File: src/rtl/playlist_player_ctrl.sv
// Playback controller: song index, beat position, play/pause/stop, seek, skip and repeat modes.
// Optional shuffle support is enabled by defining PLAYLIST_SHUFFLE_EN.
module playlist_player_ctrl #(
  parameter  int NUM_SONGS  = 4,
  parameter  int BEAT_W     = 8,
  parameter  int SKIP_BEATS = 8,
  localparam int SONG_W     = $clog2(NUM_SONGS)
) (
  input  logic                        clk,
  input  logic                        reset,
  input  logic                        beat_tick,
  input  logic                        play_pause,
  input  logic                        stop,
  input  logic                        next_song,
  input  logic                        prev_song,
  input  logic                        forward,
  input  logic                        backward,
  input  logic                        song_sel_valid,
  input  logic [SONG_W-1:0]           song_sel,
  input  logic [1:0]                  repeat_mode,
`ifdef PLAYLIST_SHUFFLE_EN
  input  logic                        shuffle_on,
`endif
  input  logic [NUM_SONGS*BEAT_W-1:0] song_lens,
  output logic [BEAT_W-1:0]           ibeat,
  output logic [SONG_W-1:0]           song_idx,
  output logic                        ispause,
  output logic                        song_finished,
  output logic                        playlist_done
);

  typedef enum logic [1:0] {S_IDLE, S_PLAY, S_PAUSE} state_e;

  localparam logic [SONG_W:0]   NUM_SONGS_EXT = (SONG_W+1)'(NUM_SONGS);
  localparam logic [SONG_W-1:0] LAST_SONG     = SONG_W'(NUM_SONGS - 1);
  localparam logic [BEAT_W:0]   SKIP_EXT      = (BEAT_W+1)'(SKIP_BEATS);
  localparam logic [BEAT_W-1:0] SKIP_NARROW   = BEAT_W'(SKIP_BEATS);

  state_e              state_q, state_d;
  logic [BEAT_W-1:0]   ibeat_q, ibeat_d;
  logic [SONG_W-1:0]   song_idx_q, song_idx_d;
  logic                ispause_q, fin_q, fin_d, done_q, done_d;

  logic [BEAT_W-1:0]   lens [NUM_SONGS];
  logic [BEAT_W-1:0]   len;
  logic [BEAT_W:0]     fwd_sum;
  logic [SONG_W-1:0]   seq_next, seq_prev, adv_idx;

  for (genvar k = 0; k < NUM_SONGS; k++) begin : g_lens
    assign lens[k] = song_lens[k*BEAT_W +: BEAT_W];
  end

  assign len      = lens[song_idx_q];
  assign fwd_sum  = {1'b0, ibeat_q} + SKIP_EXT;
  assign seq_next = (song_idx_q == LAST_SONG) ? '0 : song_idx_q + 1'b1;
  assign seq_prev = (song_idx_q == '0) ? LAST_SONG : song_idx_q - 1'b1;

`ifdef PLAYLIST_SHUFFLE_EN
  logic [15:0]     lfsr_q;
  logic [SONG_W:0] cnt_q, cnt_d;
  logic [SONG_W-1:0] pick;

  assign pick    = SONG_W'(lfsr_q % NUM_SONGS);
  assign adv_idx = (shuffle_on && pick != song_idx_q) ? pick : seq_next;

  // Fibonacci taps 16,14,13,11; free-running regardless of playback state.
  always_ff @(posedge clk or negedge reset) begin
    if (!reset) lfsr_q <= 16'hACE1;
    else        lfsr_q <= {lfsr_q[14:0], lfsr_q[15] ^ lfsr_q[13] ^ lfsr_q[12] ^ lfsr_q[10]};
  end
`else
  assign adv_idx = seq_next;
`endif

  // NOTE: every always_comb output gets a default first so no path infers a latch.
  always_comb begin
    state_d    = state_q;
    ibeat_d    = ibeat_q;
    song_idx_d = song_idx_q;
    fin_d      = 1'b0;
    done_d     = 1'b0;
`ifdef PLAYLIST_SHUFFLE_EN
    cnt_d      = cnt_q;
`endif
    if (stop) begin
      state_d = S_IDLE;
      ibeat_d = '0;
    end else if (song_sel_valid && ({1'b0, song_sel} < NUM_SONGS_EXT)) begin
      song_idx_d = song_sel;
      ibeat_d    = '0;
    end else if (next_song != prev_song) begin
      song_idx_d = next_song ? adv_idx : seq_prev;
      ibeat_d    = '0;
    end else if (play_pause) begin
      unique case (state_q)
        S_IDLE:  begin state_d = S_PLAY; ibeat_d = '0; end
        S_PLAY:  state_d = S_PAUSE;
        default: state_d = S_PLAY;
      endcase
    end else if (state_q != S_IDLE && forward != backward) begin
      if (forward) ibeat_d = (fwd_sum > {1'b0, len}) ? len : fwd_sum[BEAT_W-1:0];
      else         ibeat_d = (ibeat_q >= SKIP_NARROW) ? ibeat_q - SKIP_NARROW : '0;
    end else if (state_q == S_PLAY && beat_tick) begin
      // ">=" so a length shortened below the current beat ends the song on this tick.
      if (ibeat_q < len) begin
        ibeat_d = ibeat_q + 1'b1;
      end else begin
        fin_d   = 1'b1;
        ibeat_d = '0;
        unique case (repeat_mode)
          2'd0: state_d = S_IDLE;
          2'd1: ;
          2'd2: begin
            song_idx_d = adv_idx;
            done_d     = (song_idx_q == LAST_SONG);
          end
          default: begin
`ifdef PLAYLIST_SHUFFLE_EN
            if (shuffle_on) begin
              if (cnt_q == NUM_SONGS_EXT - 1'b1) begin
                state_d = S_IDLE; song_idx_d = '0; done_d = 1'b1;
              end else begin
                cnt_d = cnt_q + 1'b1; song_idx_d = adv_idx;
              end
            end else
`endif
            if (song_idx_q == LAST_SONG) begin
              state_d = S_IDLE; song_idx_d = '0; done_d = 1'b1;
            end else begin
              song_idx_d = seq_next;
            end
          end
        endcase
      end
    end
`ifdef PLAYLIST_SHUFFLE_EN
    if (state_d == S_IDLE) cnt_d = '0;
`endif
  end

  // NOTE: sequential state uses non-blocking assignments so all registers update together.
  always_ff @(posedge clk or negedge reset) begin
    if (!reset) begin
      state_q    <= S_IDLE;
      ibeat_q    <= '0;
      song_idx_q <= '0;
      ispause_q  <= 1'b1;
      fin_q      <= 1'b0;
      done_q     <= 1'b0;
`ifdef PLAYLIST_SHUFFLE_EN
      cnt_q      <= '0;
`endif
    end else begin
      state_q    <= state_d;
      ibeat_q    <= ibeat_d;
      song_idx_q <= song_idx_d;
      ispause_q  <= (state_d != S_PLAY);
      fin_q      <= fin_d;
      done_q     <= done_d;
`ifdef PLAYLIST_SHUFFLE_EN
      cnt_q      <= cnt_d;
`endif
    end
  end

  assign ibeat         = ibeat_q;
  assign song_idx      = song_idx_q;
  assign ispause       = ispause_q;
  assign song_finished = fin_q;
  assign playlist_done = done_q;

endmodule

File: config.mk
export PLATFORM = sky130hd
export DESIGN_NAME = playlist_player_ctrl
export DESIGN_NICKNAME = d
export VERILOG_FILES = /design/src/rtl/playlist_player_ctrl.sv
export SDC_FILE = /design/constraint.sdc
export NUM_CORES = 1
export LEC_CHECK = 0
export BUFFER_PORTS_ARGS = -buffer_cell sky130_fd_sc_hd__buf_2
export CAP_MARGIN = 10
export CORE_MARGIN = 2
export CORE_UTILIZATION = 50
export CTS_BUF_LIST = sky130_fd_sc_hd__clkbuf_8
export CTS_CLUSTER_DIAMETER = 100
export DETAILED_ROUTE_END_ITERATION = 10
export HOLD_SLACK_MARGIN = 0.02
export PLACE_DENSITY_LB_ADDON = 0.05
export SLEW_MARGIN = 30
export SYNTH_ARGS = -nofsm -noshare
export SYNTH_HDL_FRONTEND = slang
export SYNTH_SLANG_ARGS = --single-unit
File: constraint.sdc
create_clock -name clk -period 3.46 [get_ports clk]
set_input_delay 0.519 -clock clk [delete_from_list [all_inputs] [get_ports clk]]
set_output_delay 0.519 -clock clk [all_outputs]
set_load 0.03 [all_outputs]
==> summary.txt <==
Logic synthesis
  • Sequential area share after synthesis: 0.189
  • Cell count after synthesis: 239
  • Post-synth ARST share: 1.00
  • Net count after synthesis: 307
  • Mapped Avg Cell Area: 8.32 µm²
  • Most common flop cell mapped by yosys: dfrtp_1
  • Synthesis Warnings: 0
  • Mapped cell area: 1990 µm²
  • Unique masters post-synth: 55
  • Post-synth EDFFs: 0
  • #FFs+latches synth: 15

Clocking
  • CTS buffer count: 3
  • Clock Tree Buf Depth: 2
  • Post-CTS Setup Inserts: 0
  • Root Driver: clkbuf_8
  • Worst-path clk slew: 0.07 ns
  • Hold Buf Count CTS: 0
  • CTS tree: yes
  • Clock Sinks: 15
  • Clock insertion delay at the later pin of the skew report: 0.26 ns
  • Cts repair resizes: 0
  • H-tree depth: 1

Placed design
  • DP Area: 2350 µm²
  • Gpl congestion: 0.985
  • PortBufs: 58
  • HPWL Detailed: 4220 µm
  • Dpl ws: 0.347 ns

Detailed routing
  • Vias per cell: 5.90
  • Final WL: 5160 µm
  • Vias: 2,043
  • Post-route DRC violation count: 0
  • Initial DRC Count: 70
  • Antenna-violating nets left: 0
  • Avg WL per Cell: 14.9 µm
  • Drt pass-1 iters: 4

STA
  • Worst relative slew slack: 0.568
  • Setup Skew: 0.00873 ns
  • Final Max Slew Viols: 0
  • TNS Setup: 0 ns
  • # setup viols final: 0
  • FMAX: 327 MHz
  • Period utilisation layout: 0.884
  • Post-layout min period: 3.06 ns
  • Worst Tran Pin Value: 0.643 ns
  • Final Hold Fails: 0
  • RSZ-0062 raised after global routing: false
  • Final worst slack: 0.401 ns

Floorplan
  • Row count: 22
  • IO Count: 59
  • Placeable Area: 3740 µm²
  • Die W: 67.1 µm
  • Die Y: 67.1 µm
  • Initial Util: 0.531
  • Die area: 4500 µm²

Global route
  • Gr usage total: 0.255
  • Initial antenna violation count: 0
  • Met3 usage: 0.0372
  • GRT Residual Overflow: 0
  • Largest net degree at the start of global routing: 16
  • Top Usage Layer GRT: met2
  • GR Layer Usage met2: 0.432
  • Met1 usage: 0.326
  • Vias in the first global route: 1,934
  • First-pass GRT wire length: 8670 µm

Worst setup path
  • RR Startpoint: song_idx[0]
  • Crit Path Max Fanout: 8
  • Critical path arrival: 3.19 ns
  • R2r setup slk: 0.40 ns
  • CP required: 3.59 ns
  • Critical R2R Capture: ibeat[5]
  • Worst setup EP type: register
  • Worst Reg-to-Reg Cells: 10
  • CP Class: reg -> reg
  • Setup crit start kind: register

Pwr
  • Switching Share: 0.385
  • Clock Power Share: 0.220
  • Sequential power share: 0.313
  • P_int: 0.000407 W
  • Psw: 0.000254 W
  • LEAKAGE: 1.16 nW
  • Power per cell area: 276 nW/µm²
  • Power share of the combinational group: 0.467
  • VDD IR-drop max: 270 µV

Layout
  • Final Cell Area: 2390 µm²
  • NumNets Final: 367
  • Area growth, synth to finish: 20.3%
  • Layout cells sized above 1: 0.305
  • ANT cells: 0

Job
  • Max Cap Viol: 0

Worst hold path
  • Worst min-delay path class: in -> async

Outcome
  • Status: finished, final reports clean
==> critical path, stage by stage, from the launching register on <==
cell and delay, ns:
dfrtp_1 0.60, mux4_2 0.57, inv_1 0.07, ha_1 0.24, a21oi_1 0.21, a21oi_1 0.09, a2111oi_0 0.47, o21ai_2 0.19
and2_1 0.21, o2111ai_1 0.19, nand4_1 0.09
==> layer usage <==
layer,share of wire,vias to the layer above
li1,-,1012
met5,0,-
met2,0.49,77
met4,0.020,0
met3,0.070,11
met1,0.42,943
==> power by group through the flow <==
stage          Combinational, W  Sequential [W]  Clock (W)
6_report               0.000309        0.000207   0.000146
4_1_cts                0.000310        0.000208   0.000148
2_1_floorplan          0.000228        0.000207          0
5_1_grt                0.000345        0.000212   0.000160
3_5_place_dp           0.000309        0.000211          0
3_3_place_gp           0.000305        0.000209          0
==> worst max-delay path by stage <==
stage / start / to / cells past startpoint
6_report: song_idx[0] / ibeat[5] / 10
5_1_grt: song_idx[0] / ibeat[5] / 10
2_1_floorplan: song_idx[0] / ibeat[5] / 11
3_5_place_dp: song_idx[0] / ibeat[5] / 10
3_3_place_gp: song_idx[0] / ibeat[5] / 10
4_1_cts: song_idx[0] / ibeat[5] / 10
==> state kept, by name, summed over array words and instances (netlist names) <==
register       cells
ibeat              8
ispause            1
playlist_done      1
song_finished      1
song_idx           2
state_q            2
==> cells in the final DEF, fill, tap and decap left out, drive strengths merged, types with 2 or more instances in the layout <==
| cell type | instances |
|---|---|
| or2 | 3 |
| xor2 | 2 |
| or3 | 4 |
| mux2i | 4 |
| and3 | 5 |
| xnor2 | 5 |
| nor4 | 5 |
| mux4 | 8 |
| a21o | 4 |
| o21a | 2 |
| nand3b | 2 |
| a2111oi | 2 |
| nand3 | 10 |
| inv | 16 |
| nor2 | 21 |
| nand4 | 4 |
| a211o | 2 |
| buf | 65 |
| clkinv | 2 |
| a221oi | 2 |
| nor2b | 6 |
| o21ai | 13 |
| nor3 | 12 |
| ha | 22 |
| a211oi | 2 |
| a21oi | 12 |
| a2bb2oi | 2 |
| dfrtp | 14 |
| clkbuf | 3 |
| a31oi | 4 |
| nand2 | 18 |
| o31ai | 4 |
| nand2b | 2 |
==> Yosys cell counts, drive strengths merged, types with 6 or more instances <==
master / instances / area share
a21oi: 12 / 0.030
clkbuf: 6 / 0.011
dfrtp: 14 / 0.18
ha: 22 / 0.14
inv: 16 / 0.030
mux4: 8 / 0.091
nand2: 18 / 0.034
nand3: 10 / 0.030
nor2: 21 / 0.040
nor2b: 6 / 0.019
nor3: 12 / 0.033
o21ai: 13 / 0.036
==> final cells by class <==
class | count | area [µm²]
fillers | 350 | 1350
multi-input cells | 197 | 1500
clock inverters | 1 | 5.00
well taps | 48 | 60.1
inverters | 17 | 63.8
clock buffers | 3 | 41.3
repair buffers | 65 | 343
flip-flops and latches | 15 | 377
==> kinds of logic after synthesis <==
logic type,count (synthesis),share of synthesized area
adders and majority gates,22,0.138
xor gates and xnor gates,7,0.0308
DFF,15,0.189
AOI/OAI and AO/OA,60,0.226
and+or+nand+nor,96,0.250
muxes,12,0.111
buffers and inverters,27,0.0547
==> per-stage QoR <==
| stage | cells | util | hold slack [ns] | total power, W |
|---|---|---|---|---|
| 2_1_floorplan | 239 | - | 0.223 | 0.000434 |
| 3_3_place_gp | 342 | 0.627 | 0.448 | 0.000514 |
| 3_5_place_dp | 342 | 0.627 | 0.448 | 0.000520 |
| 4_1_cts | 346 | 0.639 | 0.171 | 0.000666 |
| 5_1_grt | 346 | 0.639 | 0.182 | 0.000717 |
| 6_report | 346 | 0.639 | 0.159 | 0.000662 |
No activity file was read; power rests on OpenSTA's default activity.
